`config.mk`:
```
export PLATFORM = sky130hd
export DESIGN_NAME = duck_flight_ctrl
export DESIGN_NICKNAME = d
export VERILOG_FILES = /design/src/rtl/duck_flight_ctrl.sv
export SDC_FILE = /design/constraint.sdc
export NUM_CORES = 1
export LEC_CHECK = 0
export CAP_MARGIN = 40
export CORE_MARGIN = 3
export CORE_UTILIZATION = 35
export DETAILED_ROUTE_END_ITERATION = 10
export HOLD_SLACK_MARGIN = 0.08
export PLACE_DENSITY = 0.56
export SLEW_MARGIN = 5
export SYNTH_ARGS = -nofsm -noshare
export SYNTH_HDL_FRONTEND = slang
export SYNTH_SLANG_ARGS = --single-unit
```
`constraint.sdc`:
```
create_clock -name clk -period 6.9 [get_ports clk]
set_input_delay 1.38 -clock clk [delete_from_list [all_inputs] [get_ports clk]]
set_output_delay 1.38 -clock clk [all_outputs]
set_load 0.01 [all_outputs]
```
`src/rtl/duck_flight_ctrl.sv`:
```
// Duck trajectory sequencer: loads/waits an external down_counter, then moves and bounces the duck once per expiry.
// Build option DUCK_FALL_ANIM_EN: a hit animates the fall to the grass line instead of ending after one more wait.
module duck_flight_ctrl #(
  parameter int X_W       = 10,
  parameter int Y_W       = 10,
  parameter int DLY_W     = 10,
  parameter int X_MAX     = 639,
  parameter int Y_FLOOR   = 399,
  parameter int ESC_STEPS = 64,
  parameter int ESC_SPEED = 4
) (
  input  logic              clk,
  input  logic              reset,
  input  logic              start,
  input  logic [X_W-1:0]    start_x,
  input  logic [Y_W-1:0]    start_y,
  input  logic signed [3:0] vx,
  input  logic signed [3:0] vy,
  input  logic [DLY_W-1:0]  step_delay,
  input  logic              hit,
  output logic              timer_ld,
  output logic              timer_en,
  output logic [DLY_W-1:0]  timer_data,
  input  logic              timer_done,
  output logic [X_W-1:0]    duck_x,
  output logic [Y_W-1:0]    duck_y,
  output logic              dir_left,
  output logic              active,
  output logic              falling,
  output logic              escaped,
  output logic              round_done
);
  localparam int CNT_W = $clog2(ESC_STEPS + 1);
  localparam logic [CNT_W-1:0]  ESC_CNT = CNT_W'(ESC_STEPS);
  localparam logic signed [X_W:0] XMAX_S = (X_W+1)'(X_MAX);
  localparam logic signed [Y_W:0] YFLR_S = (Y_W+1)'(Y_FLOOR);
  localparam logic [Y_W-1:0]    ESC_DY = Y_W'(ESC_SPEED);

  typedef enum logic [1:0] {S_IDLE, S_LOAD, S_WAIT, S_STEP} state_t;
  typedef enum logic [1:0] {M_FLY, M_ESC, M_FALL} mode_t;

  state_t state, state_n;
  mode_t  mode, mode_n;
  // Velocity kept one bit wider so that negating -8 on a bounce yields +8.
  logic signed [4:0]  vx_q, vy_q, vx_n, vy_n;
  logic [CNT_W-1:0]   cnt, cnt_n;
  logic [X_W-1:0]     x_n;
  logic [Y_W-1:0]     y_n;
  logic [DLY_W-1:0]   dly_n;
  logic               ld_n, en_n, act_n, fall_n, esc_n, done_n;
  logic               hit_ok, fin, fin_esc;
  logic signed [X_W:0] xs;
  logic signed [Y_W:0] ys;

  assign xs = $signed({1'b0, duck_x}) + $signed({{(X_W-4){vx_q[4]}}, vx_q});
  assign ys = $signed({1'b0, duck_y}) + $signed({{(Y_W-4){vy_q[4]}}, vy_q});
  assign dir_left = vx_q[4];

`ifdef DUCK_FALL_ANIM_EN
  localparam logic [Y_W:0] FALL_DY = (Y_W+1)'(8);
  localparam logic [Y_W:0] YFLR_U  = (Y_W+1)'(Y_FLOOR);
  logic [Y_W:0] yf;
  assign yf = {1'b0, duck_y} + FALL_DY;
`endif

  always_comb begin
    state_n = state;
    mode_n  = mode;
    vx_n    = vx_q;
    vy_n    = vy_q;
    cnt_n   = cnt;
    x_n     = duck_x;
    y_n     = duck_y;
    dly_n   = timer_data;
    act_n   = active;
    fall_n  = falling;
    esc_n   = 1'b0;
    done_n  = 1'b0;
    fin     = 1'b0;
    fin_esc = 1'b0;
    hit_ok  = hit && (state != S_IDLE) && (mode != M_FALL);
    case (state)
      S_IDLE: if (start) begin
        x_n     = start_x;
        y_n     = start_y;
        vx_n    = {vx[3], vx};
        vy_n    = {vy[3], vy};
        dly_n   = step_delay;
        mode_n  = M_FLY;
        cnt_n   = '0;
        act_n   = 1'b1;
        fall_n  = 1'b0;
        state_n = S_LOAD;
      end
      S_LOAD: state_n = S_WAIT;
      S_WAIT: if (timer_done) state_n = S_STEP;
      S_STEP: begin
        state_n = S_LOAD;
        case (mode)
          M_FLY: begin
            if (xs < 0) begin
              x_n  = '0;
              vx_n = -vx_q;
            end else if (xs > XMAX_S) begin
              x_n  = XMAX_S[X_W-1:0];
              vx_n = -vx_q;
            end else begin
              x_n = xs[X_W-1:0];
            end
            if (ys < 0) begin
              y_n  = '0;
              vy_n = -vy_q;
            end else if (ys > YFLR_S) begin
              y_n  = YFLR_S[Y_W-1:0];
              vy_n = -vy_q;
            end else begin
              y_n = ys[Y_W-1:0];
            end
            cnt_n = cnt + CNT_W'(1);
            if (cnt_n == ESC_CNT) mode_n = M_ESC;
          end
          M_ESC: begin
            if (duck_y <= ESC_DY) begin
              y_n     = '0;
              fin     = 1'b1;
              fin_esc = 1'b1;
            end else begin
              y_n = duck_y - ESC_DY;
            end
          end
          default: begin
`ifdef DUCK_FALL_ANIM_EN
            if (yf >= YFLR_U) begin
              y_n = YFLR_U[Y_W-1:0];
              fin = 1'b1;
            end else begin
              y_n = yf[Y_W-1:0];
            end
`else
            fin = 1'b1;
`endif
          end
        endcase
      end
      default: state_n = S_IDLE;
    endcase
    // A hit sampled together with timer_done lands in mode before STEP, so that step uses fall rules.
    if (hit_ok) begin
      mode_n = M_FALL;
      fall_n = 1'b1;
    end
    if (fin) begin
      state_n = S_IDLE;
      act_n   = 1'b0;
      fall_n  = 1'b0;
      done_n  = 1'b1;
      esc_n   = fin_esc;
    end
    ld_n = (state_n == S_LOAD);
    en_n = (state_n == S_WAIT);
  end

  always_ff @(posedge clk) begin
    if (reset) begin
      state      <= S_IDLE;
      mode       <= M_FLY;
      vx_q       <= '0;
      vy_q       <= '0;
      cnt        <= '0;
      duck_x     <= '0;
      duck_y     <= '0;
      timer_data <= '0;
      timer_ld   <= 1'b0;
      timer_en   <= 1'b0;
      active     <= 1'b0;
      falling    <= 1'b0;
      escaped    <= 1'b0;
      round_done <= 1'b0;
    end else begin
      state      <= state_n;
      mode       <= mode_n;
      vx_q       <= vx_n;
      vy_q       <= vy_n;
      cnt        <= cnt_n;
      duck_x     <= x_n;
      duck_y     <= y_n;
      timer_data <= dly_n;
      timer_ld   <= ld_n;
      timer_en   <= en_n;
      active     <= act_n;
      falling    <= fall_n;
      escaped    <= esc_n;
      round_done <= done_n;
    end
  end
endmodule

```
* Word level (Yosys, flattened, before mapping)
Cells that the tools add are included. W data, S select, Z words.
Storage, ports and cells: flip-flop bits (word level) 57, input port bits 43, output and inout bits 37, word-level logic and storage cells 106
Cells by class: $add $sub $neg 6, magnitude comparators 5, equal/unequal tests 17, muxes and demuxes 40, bitwise operators 3, reductions and logical operators 20
Operator list (count):
- $mux W10 | 8
- $pmux W10 S2 | 3
- $mux W5 | 8
- $add A11 B5 Y11 | 2
- $lt A11 B1 Y1 const B | 2
- $pmux W5 S2 | 2
- $reduce_and A4 Y1 | 4
- $mux W2 | 7
- $mux W7 | 2
- $pmux W7 S2 | 1
- $ne A3 B3 Y1 const B | 4
- $gt A11 B10 Y1 const B | 1
- $gt A11 B11 Y1 const B | 1
- $le A10 B3 Y1 const B | 1
- $neg A5 Y5 | 2
- $sub A10 B3 Y10 const B | 1
- $pmux W2 S4 | 1
- $reduce_bool A2 Y1 | 4
- $add A7 B1 Y7 const B | 1
- $eq A7 B7 Y1 const B | 1
- $eq A2 B1 Y1 const B | 3
- $eq A2 B2 Y1 const B | 3
- $mux W1 | 6
- $ne A2 B2 Y1 const B | 3
- 12 further kinds | 20

* Longest topological paths before layout
Gate-level depths: netlist (run 1).
depth after elaboration 6, mapped depth 12, mapped depth without buffers 11

* Least setup slack after synthesis (run 1)
No wires, ideal clock.
path kind register to register, start register vx_q[4], end register duck_x[8], library setup time 70 ps, arrival time 2642 ps, required time 6830 ps, setup slack 4188 ps, cell stages (with the launch flop) 11, buffers on the path 1, clock period less this slack 2712 ps, cells stage by stage dfxtp_1 -> ha_1 -> clkbuf_1 -> a21o_1 -> a21oi_1 -> o21ai_0 -> xnor2_1 -> or3_4 -> a31o_2 -> or3_1 -> a21oi_1
On the way: word-level cells in the longest chain between the ends 6, elaborated cells on any way between the ends 7, those cells by class add/sub (1); order compare (2); mux (4)
RTL lines:
- start: declaration | RTL line 45 | logic signed [4:0] vx_q, vy_q, vx_n, vy_n;
- start signal: assignment | RTL line 182 | vx_q <= vx_n;
- $add A11 B5 Y11 (*) | RTL line 55 | assign xs = $signed({1'b0, duck_x}) + $signed({{(X_W-4){vx_q[4]}}, vx_q});
- $gt A11 B11 Y1 | RTL line 104 | end else if (xs > XMAX_S) begin
- $mux W10 | RTL line 104
- $mux W10 (*) | RTL line 101 | if (xs < 0) begin
- $mux W10 (*) | RTL line 99 | case (mode)
- $pmux W10 S2 (*) | RTL line 82 | case (state)
- end signal: assignment | RTL line 185 | duck_x <= x_n;
- end: declaration | RTL line 25 | output logic [X_W-1:0] duck_x,
Mark *: on every way between the ends. The rest lies on a longest branch, timed or not. The select of a mux whose other input is x is not followed. A chain may end at the register's enable or synchronous reset.

* Worst setup path in the final report (run 1)
start input start, end register duck_x[3]
On the way: word-level cells in the longest chain between the ends 2
RTL lines:
- start: declaration | RTL line 14 | input logic start,
- $ne A2 B2 Y1 (no line)
- $reduce_and A3 Y1 (no line)
No other way between the ends.

==> impl_results.md, run 1 <==
- Finished Layout Cells: 688
- Antenna-violating nets left: 0
- Pin count of the biggest net entering global routing: 53
- Status: finished, final reports clean
- Setup Crit Path Kind: primary input to flip-flop
- GR Overflow Total: 0
- Min Clock Period, post-route: roughly 3.3 ns
- Clock skew: 0.0117 ns
- Syn nets: approximately 550
- Worst Path Required: about 7.2 ns
- Synthesized area: about 3800 um2
- Crit-path cells: clkdlybuf4s50_1, nand2b_2, o211a_1, nand2_1, nor2_1, nand2_1, o22ai_1
- Fmax: 306 MHz
- Slew at the pin with the worst max-slew slack: around 0.76 ns
- CP max stage cell: clkdlybuf4s50_1
- Rel. slew slack: 0.491
- Hold Slack: about 0.45 ns
- Vias in the first global route: 3,746
- Synthesized area per cell: between 8 and 9 um2
- # diodes: 0
- # fillers: about 1,100
- Fin. Hold Viols: 0
- Placed insts: approximately 670
- Post-CTS sizing: 0
- Setup tns final: 0 ns
- RSZ-0062 raised after global routing: false
- Die height: about 110 um
- Final core utilization: 0.469
- Cts bufs inserted: 9
- PwrDens: between 400 and 500 nW/um2
- Layout area overhead: 28.4%
- Number of vias per cell: 5.53
- Drt pass-1 iters: 4
- I/O pins: 80
- Clk root buf: clkbuf_8
- Die area: ~12,000 um2
- Wire per inst: 16.0 um
- Iter 0 DRT Violations: just under 200
- Max Cap Viol: 0
- Synth warn: 0
- Global-route wire length before repair: 18,500 um
- Setup Viol. Count Final: 0
- Worst path max stage delay: between 0.4 and 0.5 ns
- Worst Path Max Fanout: 13
- CP startpoint: start
- Reg-to-reg slack, setup: roughly 3.9 ns
- Hold Buf Count CTS: 0
- CP endpoint kind: flip-flop
- Clock tree buffer depth: 2
- Rows: 37
- Via count: around 3,800
- Maximum vdd drop: 0.206 mV
- Most common cell on crit path: nand2_1
- Die width: 111 um
- Startpoint Class: primary input
- HP Class: flip-flop to flip-flop
- Share of post-route cells with drive strength above 1: 0.0634
- Port Buffers: 79
- Worst-skew pair later-pin latency: 0.34 ns
- Async SR Flop Fraction: 0
- Seq/Total Area, Yosys: 0.298
- Cells after Synth: around 480
- Clock transition at path regs: ~0.080 ns
- Setup Fix Bufs, Post-CTS: 0
- Initial Utilization: 0.365
- DRC Markers: 0
- Synth Flop Type: dfxtp_1
- TritonCTS clock tree: built
- FF+latch count, synth: 57
- Initial antenna violation count: 0
- Final Wtd Congestion: roughly 0.88
- Number of flops mapped to enable cells by yosys: 0
- Post-synth cell types: 71
- Hold path start: timer_data[4]
- Core ar.: roughly 11,000 um2
- CTS H-tree depth: 3
- Crit path DAT: approximately 3.5 ns
- Reg-to-Reg Start: vy_q[4]
- Period utilisation layout: 0.474
- CTS Sinks: 57
- Slew Limit Fails: 0
- Total GRT Usage: 0.180
- DP HPWL: around 8000 um
- P_leak: 1.87 nW
- Fin nets: 620
- Detailed Route WL: 11,000 um
kinds of logic (layout without fill, tap and decap cells):
kind of cell / after synthesis / in the layout / share of synthesized area
AND/OR/NAND/NOR: 168 / 168 / 0.211
XOR/XNOR: 25 / 25 / 0.0591
AO/OA/AOI/OAI: 152 / 152 / 0.276
multiplexers: 1 / 1 / 0.00261
adder cells (fa/ha/maj): 30 / 30 / 0.102
flip-flops: 57 / 57 / 0.298
buffers and inverters: 45 / 119 / 0.0519
final cells by class:
type                       count  area [um2]  share of cell area
sequential                    57        1140               0.232
timing repair buffer          83         816               0.166
clock buffer                   9         124              0.0252
clock inverter                 7         103              0.0208
multi-input combinational    376        2490               0.507
inverter                      20        75.1              0.0152
tap                          136         170              0.0346
power breakdown:
part           leakage (nW)  switching, mW  internal, mW
logic                  1.30          0.682         0.539
clock network         0.110          0.156         0.206
registers             0.468          0.114         0.419
flip-flops by register name, summed over array words and instances (netlist names):
name / count
active: 1
cnt: 7
duck_x: 10
duck_y: 10
escaped: 1
falling: 1
mode: 2
round_done: 1
state: 2
timer_data: 10
timer_en: 1
timer_ld: 1
vx_q: 5
vy_q: 5
stage by stage:
stage | worst slack (ns) | power [mW] | instance area, um2
after detailed placement | 3.32 | 1.76 | 4700
after floorplan | 4.19 | 1.40 | 3830
after CTS | 3.69 | 2.13 | 4920
after global placement | 3.33 | 1.74 | 4690
after global routing | 3.47 | 2.30 | 4920
final | 3.63 | 2.12 | 4920
final timing paths:
| kind | endpoint | cells past startpoint |
|---|---|---|
| min | timer_data[4] | 2 |
| max reg2reg | duck_y[3] | 9 |
| min reg2reg | timer_data[4] | 2 |
| max | duck_x[3] | 7 |
cell usage after synthesis, drive strengths merged, types with 4 or more instances:
cell / number / share of area
a21o: 6 / 0.012
clkbuf: 14 / 0.014
dfxtp: 57 / 0.30
xor2: 6 / 0.016
or3: 5 / 0.0095
buf: 11 / 0.019
ha: 28 / 0.091
a211oi: 7 / 0.014
a311oi: 6 / 0.014
nor4: 4 / 0.0065
inv: 20 / 0.020
and2: 5 / 0.0082
nand3: 12 / 0.016
nor2: 40 / 0.039
o2111ai: 5 / 0.011
nor3: 21 / 0.027
a21oi: 49 / 0.064
a31oi: 4 / 0.0065
o21ai: 18 / 0.025
nor2b: 8 / 0.013
nand2b: 7 / 0.012
nand2: 50 / 0.049
o22ai: 5 / 0.0082
xnor2: 19 / 0.043
o211ai: 4 / 0.0078
a22oi: 10 / 0.020
metal layers:
layer  part of all wire  global-route usage
met1               0.45               0.228
met2               0.47               0.300
met3              0.052              0.0295
met4              0.029              0.0805
met5                  0                   0
placed cells by master (no fill, tap or decap), types with 4 or more instances in the layout:
cell type        instances
nor2_1                  40
a311oi_1                 6
a21oi_1                 49
nor2b_1                  8
inv_1                   19
nand3_1                 12
o21ai_0                 16
o22ai_1                  5
a22oi_1                 10
xor2_1                   5
buf_4                    4
clkdlybuf4s50_1         78
ha_1                    28
and2_1                   5
a211oi_1                 7
nor4_1                   4
xnor2_1                 19
nand2b_1                 6
a21o_1                   6
dfxtp_1                 57
nand2_1                 50
clkbuf_8                 9
a31oi_1                  4
o211ai_1                 4
or3_1                    4
o2111ai_1                5
nor3_1                  21
critical path: cells and delay by family:
| kind | cells | cell delay [ns] |
|---|---|---|
| AOI/OAI and AO/OA | 2 | 0.67 |
| buffers and inverters | 1 | 0.49 |
| and+or+nand+nor | 4 | 0.99 |
(Power assumes the default switching activity.)
==> run 2, diff against run 1 <==
clock period = 3.2 ns   (was 6.9 ns; I/O delays follow)
==> run 2 against run 1 <==
Die area unchanged; power up 120%; setup slack got worse by 3.3 ns; routed wire length up 2.8%; cell count rose by 1.0%; clock power increased by 99%; sequential share of layout area shrank 0.15 points; via count is 0.24% lower; sequential cell count stayed put; critical path type is now flip-flop to flip-flop; largest cell class unchanged; largest power group unchanged.
==> impl_results.md, run 2 (synthesis results as in run 1) <==
- Status: finished, final reports clean
- Layout area overhead: 29.2%
- Crit-path cells: ha_1, and2_1, a32oi_1, o21ai_0, xnor2_1, or3_4, a31o_2, or3_1, a21oi_1
- HP Class: flip-flop to flip-flop
- CP max stage cell: dfxtp_1
- Commonest non-fill, non-tap cell in the layout: clkdlybuf4s50_1
- Fin nets: about 630
- Setup tns final: 0 ns
- Placed insts: around 680
- Pin count of the biggest net entering global routing: 23
- Wire per inst: about 16 um
- Clock skew: 0.0126 ns
- Port Buffers: 79
- CP endpoint kind: flip-flop
- I/O pins: 80
- Initial Utilization: 0.365
- Slew at the pin with the worst max-slew slack: ~0.74 ns
- DRC Markers: 0
- Number of vias per cell: about 5.5
- Worst Path Required: roughly 3.5 ns
- Commonest non-fill, non-tap cells in the layout: clkdlybuf4s50_1, dfxtp_1, nand2_1, a21oi_1, nor2_1
- Initial antenna violation count: 0
- Clock transition at path regs: approximately 0.080 ns
- Fin. Hold Viols: 0
- Clk root buf: clkbuf_8
- Vias in the first global route: around 3,800
- Worst path max stage delay: approximately 0.55 ns
- Die height: around 110 um
- Reg area: 1140 um2
- Fmax: roughly 350 MHz
- DP HPWL: 8340 um
- Core ar.: about 11,000 um2
- Period utilisation layout: 0.901
- Startpoint Class: flip-flop
- Min Clock Period, post-route: a little under 3 ns
- Via count: 3,795
- Global-route wire length before repair: 19,300 um
- TritonCTS clock tree: built
- Detailed Route WL: 11,300 um
- Drt pass-1 iters: 4
- Max Cap Viol: 0
- P_leak: 1.90 nW
- Setup Viol. Count Final: 0
- Rel. slew slack: 0.503
- # fillers: 1,057
- Antenna-violating nets left: 0
- Setup Fix Bufs, Post-CTS: 0
- Cts bufs inserted: 9
- Iter 0 DRT Violations: between 200 and 300
- PwrDens: approximately 900 nW/um2
- Die area: between 10,000 and 15,000 um2
- Share of post-route cells with drive strength above 1: 0.0733
- Worst Path Max Fanout: 10
- Biggest regs: duck_x x10, duck_y x10, timer_data x10
- CTS Sinks: 57
- Die width: 111 um
- # diodes: 0
- CTS H-tree depth: 3
- Slew Limit Fails: 0
- Hold Buf Count CTS: 0
- RSZ-0062 raised after global routing: false
- Multi-input gate area: roughly 2500 um2
- Post-CTS sizing: 0
- Crit path DAT: 3.16 ns
- Rows: 37
- Worst-skew pair later-pin latency: approximately 0.34 ns
- Final Wtd Congestion: 0.866
- Clock tree buffer depth: 2
- GR Overflow Total: 0
- Setup Crit Path Kind: flip-flop to flip-flop
- Total GRT Usage: 0.187
- Finished Layout Cells: between 600 and 700
- Maximum vdd drop: about 0.37 mV
[run 2: changes by cell type in the layout (fill, tap and decap cells not counted)]
cell / change
clkinv_2: +1
clkbuf_8: +2
clkbuf_1: +1
clkinv_4: -2
buf_4: +7
bufinv_16: -1
inv_6: -1
[run 2: where the power goes]
part / leakage [nW] / internal (mW) / switching (mW)
registers: 0.468 / 0.903 / 0.224
clock network: 0.103 / 0.403 / 0.319
logic: 1.33 / 1.20 / 1.53
total: 1.90 / 2.51 / 2.07
[run 2: final timing paths]
check	start	end	slack, ns	depth (start not counted)
setup reg to reg	vx_q[4]	duck_x[8]	0.32	9
hold reg to reg	timer_data[1]	timer_data[1]	0.45	2
hold / removal	timer_data[1]	timer_data[1]	0.45	2
setup / recovery	vx_q[4]	duck_x[8]	0.32	9
[run 2: cell type report]
class	instances	share of cell area
clock buffer	12	0.0313
clock inverter	4	0.0104
inverter	20	0.0151
multi-input combinational	376	0.503
sequential	57	0.230
tap	136	0.0343
timing repair buffer	90	0.175
[run 2: metal layers]
metal / vias to the layer above / share of wire / track usage
met2: 78 / 0.47 / 0.305
met3: 17 / 0.033 / 0.0278
li1: 1915 / - / -
met5: - / 0 / 0
met1: 1785 / 0.47 / 0.249
met4: 0 / 0.024 / 0.0739
[run 2: stage by stage]
step | utilization | setup WS (ns) | hold WS [ns] | power (mW) | area [um2]
after floorplan | - | 0.488 | 0.449 | 3.03 | 3830
after CTS | 0.472 | 0.316 | 0.458 | 4.60 | 4960
final | 0.472 | 0.318 | 0.454 | 4.58 | 4960
after detailed placement | 0.452 | 0.340 | 0.448 | 3.86 | 4750
after global routing | 0.472 | 0.0846 | 0.481 | 4.98 | 4960
after global placement | 0.452 | 0.378 | 0.442 | 3.83 | 4750
[run 2: critical path, delay by kind of cell, from the launching register on]
family	cells	cell delay, ns
simple gates	3	0.92
fa+ha+maj	1	0.34
flops	1	0.55
xor+xnor	1	0.18
compound gates	4	0.82
==> run 3, diff against run 2 <==
MAX_ROUTING_LAYER = met4   (was default)
RECOVER_POWER = 25   (was default)
==> run 3 against run 2 <==
Utilization up 0.18 points; worst hold slack gained 0.0013 ns; maximum frequency is 2.0% higher; cell count is the same; die area did not move; sequential cell count unchanged; power grew 1.4%; non-clock buffer count unchanged; via count grew 1.6%; critical endpoint is now vy_q[2]; largest cell class unchanged; largest power group unchanged; highest routed layer unchanged.
==> impl_results.md, run 3 (synthesis results as in run 1) <==
- DRC Markers: 0
- Status: finished, final reports clean
- Drt pass-1 iters: 4
- Commonest non-fill, non-tap cell in the layout: clkdlybuf4s50_1
- Pre-CTS setup slack: 0.389 ns
- Placed insts: 679
- Clk root buf: clkbuf_8
- Detailed Route WL: 11,300 um
- HP Class: flip-flop to flip-flop
- Share of post-route cells with drive strength above 1: 0.0716
- Die width: between 100 and 150 um
- P_leak: ~1.9 nW
- Fin nets: 627
- Slew Limit Fails: 0
- Commonest non-fill, non-tap cells in the layout: clkdlybuf4s50_1, dfxtp_1, nand2_1, a21oi_1, nor2_1
- Via count: between 3,000 and 4,000
- CP endpoint kind: flip-flop
- Layout area overhead: 29.7%
- Fmax: ~350 MHz
- Core ar.: between 10,000 and 15,000 um2
- GR Overflow Total: 0
- DP HPWL: 8450 um
- Worst Path Max Fanout: 8
- Startpoint Class: flip-flop
- Die area: about 12,000 um2
- Maximum vdd drop: 0.359 mV
- Setup Crit Path Kind: flip-flop to flip-flop
- Hold Slack: around 0.46 ns
- Rows: 37
- PwrDens: between 900 and 1000 nW/um2
- Worst R2R Path Depth: 10
- Initial antenna violation count: 0
- Reg-to-reg slack, setup: between 0.3 and 0.4 ns
- CTS H-tree depth: 3
- Setup tns final: 0 ns
- Global-route wire length before repair: roughly 19,000 um
- Fin. Hold Viols: 0
- Hold EP: timer_data[0]
- I/O pins: 80
- Iter 0 DRT Violations: between 200 and 250
- Post-CTS sizing: 0
- Die height: approximately 110 um
- Worst reg2reg endpoint: vy_q[2]
- Crit path DAT: about 3.1 ns
- Worst Path Required: 3.48 ns
- Clock skew: between 0.008 and 0.009 ns
- Hold Buf Count CTS: 0
- Wire per inst: around 16 um
- Clock tree buffer depth: 2
- Reg-to-Reg Start: duck_y[0]
- Min Clock Period, post-route: around 2.8 ns
- TritonCTS clock tree: built
- Cts bufs inserted: 9
- Number of vias per cell: between 5 and 6
- Rel. slew slack: 0.390
- Port Buffers: 79
- Antenna-violating nets left: 0
- # diodes: 0
- Biggest regs: duck_x x10, duck_y x10, timer_data x10
- RSZ-0062 raised after global routing: false
- Worst-skew pair later-pin latency: between 0.3 and 0.4 ns
- Vias in the first global route: about 3,600
- Hold path start: timer_data[0]
- Finished Layout Cells: slightly below 700
- Period utilisation layout: 0.883
- Setup Fix Bufs, Post-CTS: 0
- Max Cap Viol: 0
- Final setup margin: around 0.37 ns
- Clock transition at path regs: 0.07 ns
- Setup Viol. Count Final: 0
- Pin count of the biggest net entering global routing: 24
- Hold Path Depth: 2
- Final Wtd Congestion: 0.884
- CTS Sinks: 57
- Slew at the pin with the worst max-slew slack: just over 0.9 ns
- Initial Utilization: 0.365
- Total GRT Usage: 0.187
- Pwr Total: 4.65 mW
==> run 3: cell types whose count changed in the layout (fill, tap and decap cells not counted) <==
cell             change
and2_1               -1
and2_0               +1
buf_4                -1
clkinvlp_4           -1
clkdlybuf4s50_1     -10
bufinv_16            +1
dlygate4sd3_1       +10
clkbuf_1             +1
clkinv_4             -1
inv_6                +1
==> run 3: report_power, final <==
part	switching [mW]	internal [mW]	leakage, nW
combinational	1.53	1.19	1.36
clock	0.321	0.483	0.117
sequential	0.218	0.903	0.468
total	2.07	2.58	1.94
==> run 3: through the flow <==
| stage | area, um2 | util |
|---|---|---|
| 6_report | 4970 | 0.473 |
| 5_1_grt | 4970 | 0.473 |
| 4_1_cts | 4980 | 0.474 |
| 3_5_place_dp | 4750 | 0.452 |
| 3_3_place_gp | 4750 | 0.452 |
| 2_1_floorplan | 3830 | - |
==> run 3: area by class of cell <==
| type | count | area [um2] |
|---|---|---|
| fill | 1049 | 5530 |
| multi-input combinational | 376 | 2490 |
| sequential | 57 | 1140 |
| timing repair buffer | 90 | 865 |
| tap | 136 | 170 |
| clock buffer | 12 | 155 |
| inverter | 20 | 75.1 |
| clock inverter | 4 | 73.8 |
==> run 3: worst max path at each step <==
stage,from,end,depth (start not counted)
after floorplan,vx_q[4],duck_x[8],10
after global placement,duck_y[0],vy_q[2],10
after detailed placement,duck_y[0],vy_q[2],10
after CTS,duck_y[0],vy_q[2],10
after global routing,duck_y[3],duck_y[5],9
final,duck_y[0],vy_q[2],10
==> run 3: critical path: stages, from the launching register on <==
cell,delay (ns)
dfxtp_1,0.34
ha_1,0.23
fa_1,0.42
a21oi_1,0.16
o211a_1,0.21
o21ai_2,0.09
o31ai_1,0.25
xnor2_1,0.23
a31o_4,0.31
or4_1,0.40
a31oi_1,0.13
==> run 3: layer usage <==
layer	vias to the layer above	track usage	wire length (um)	part of all wire
met5	-	-	0	0
met4	0	0.0624	281	0.025
met3	19	0.0317	378	0.034
met2	100	0.302	5320	0.47
met1	1815	0.238	5290	0.47
li1	1923	-	-	-
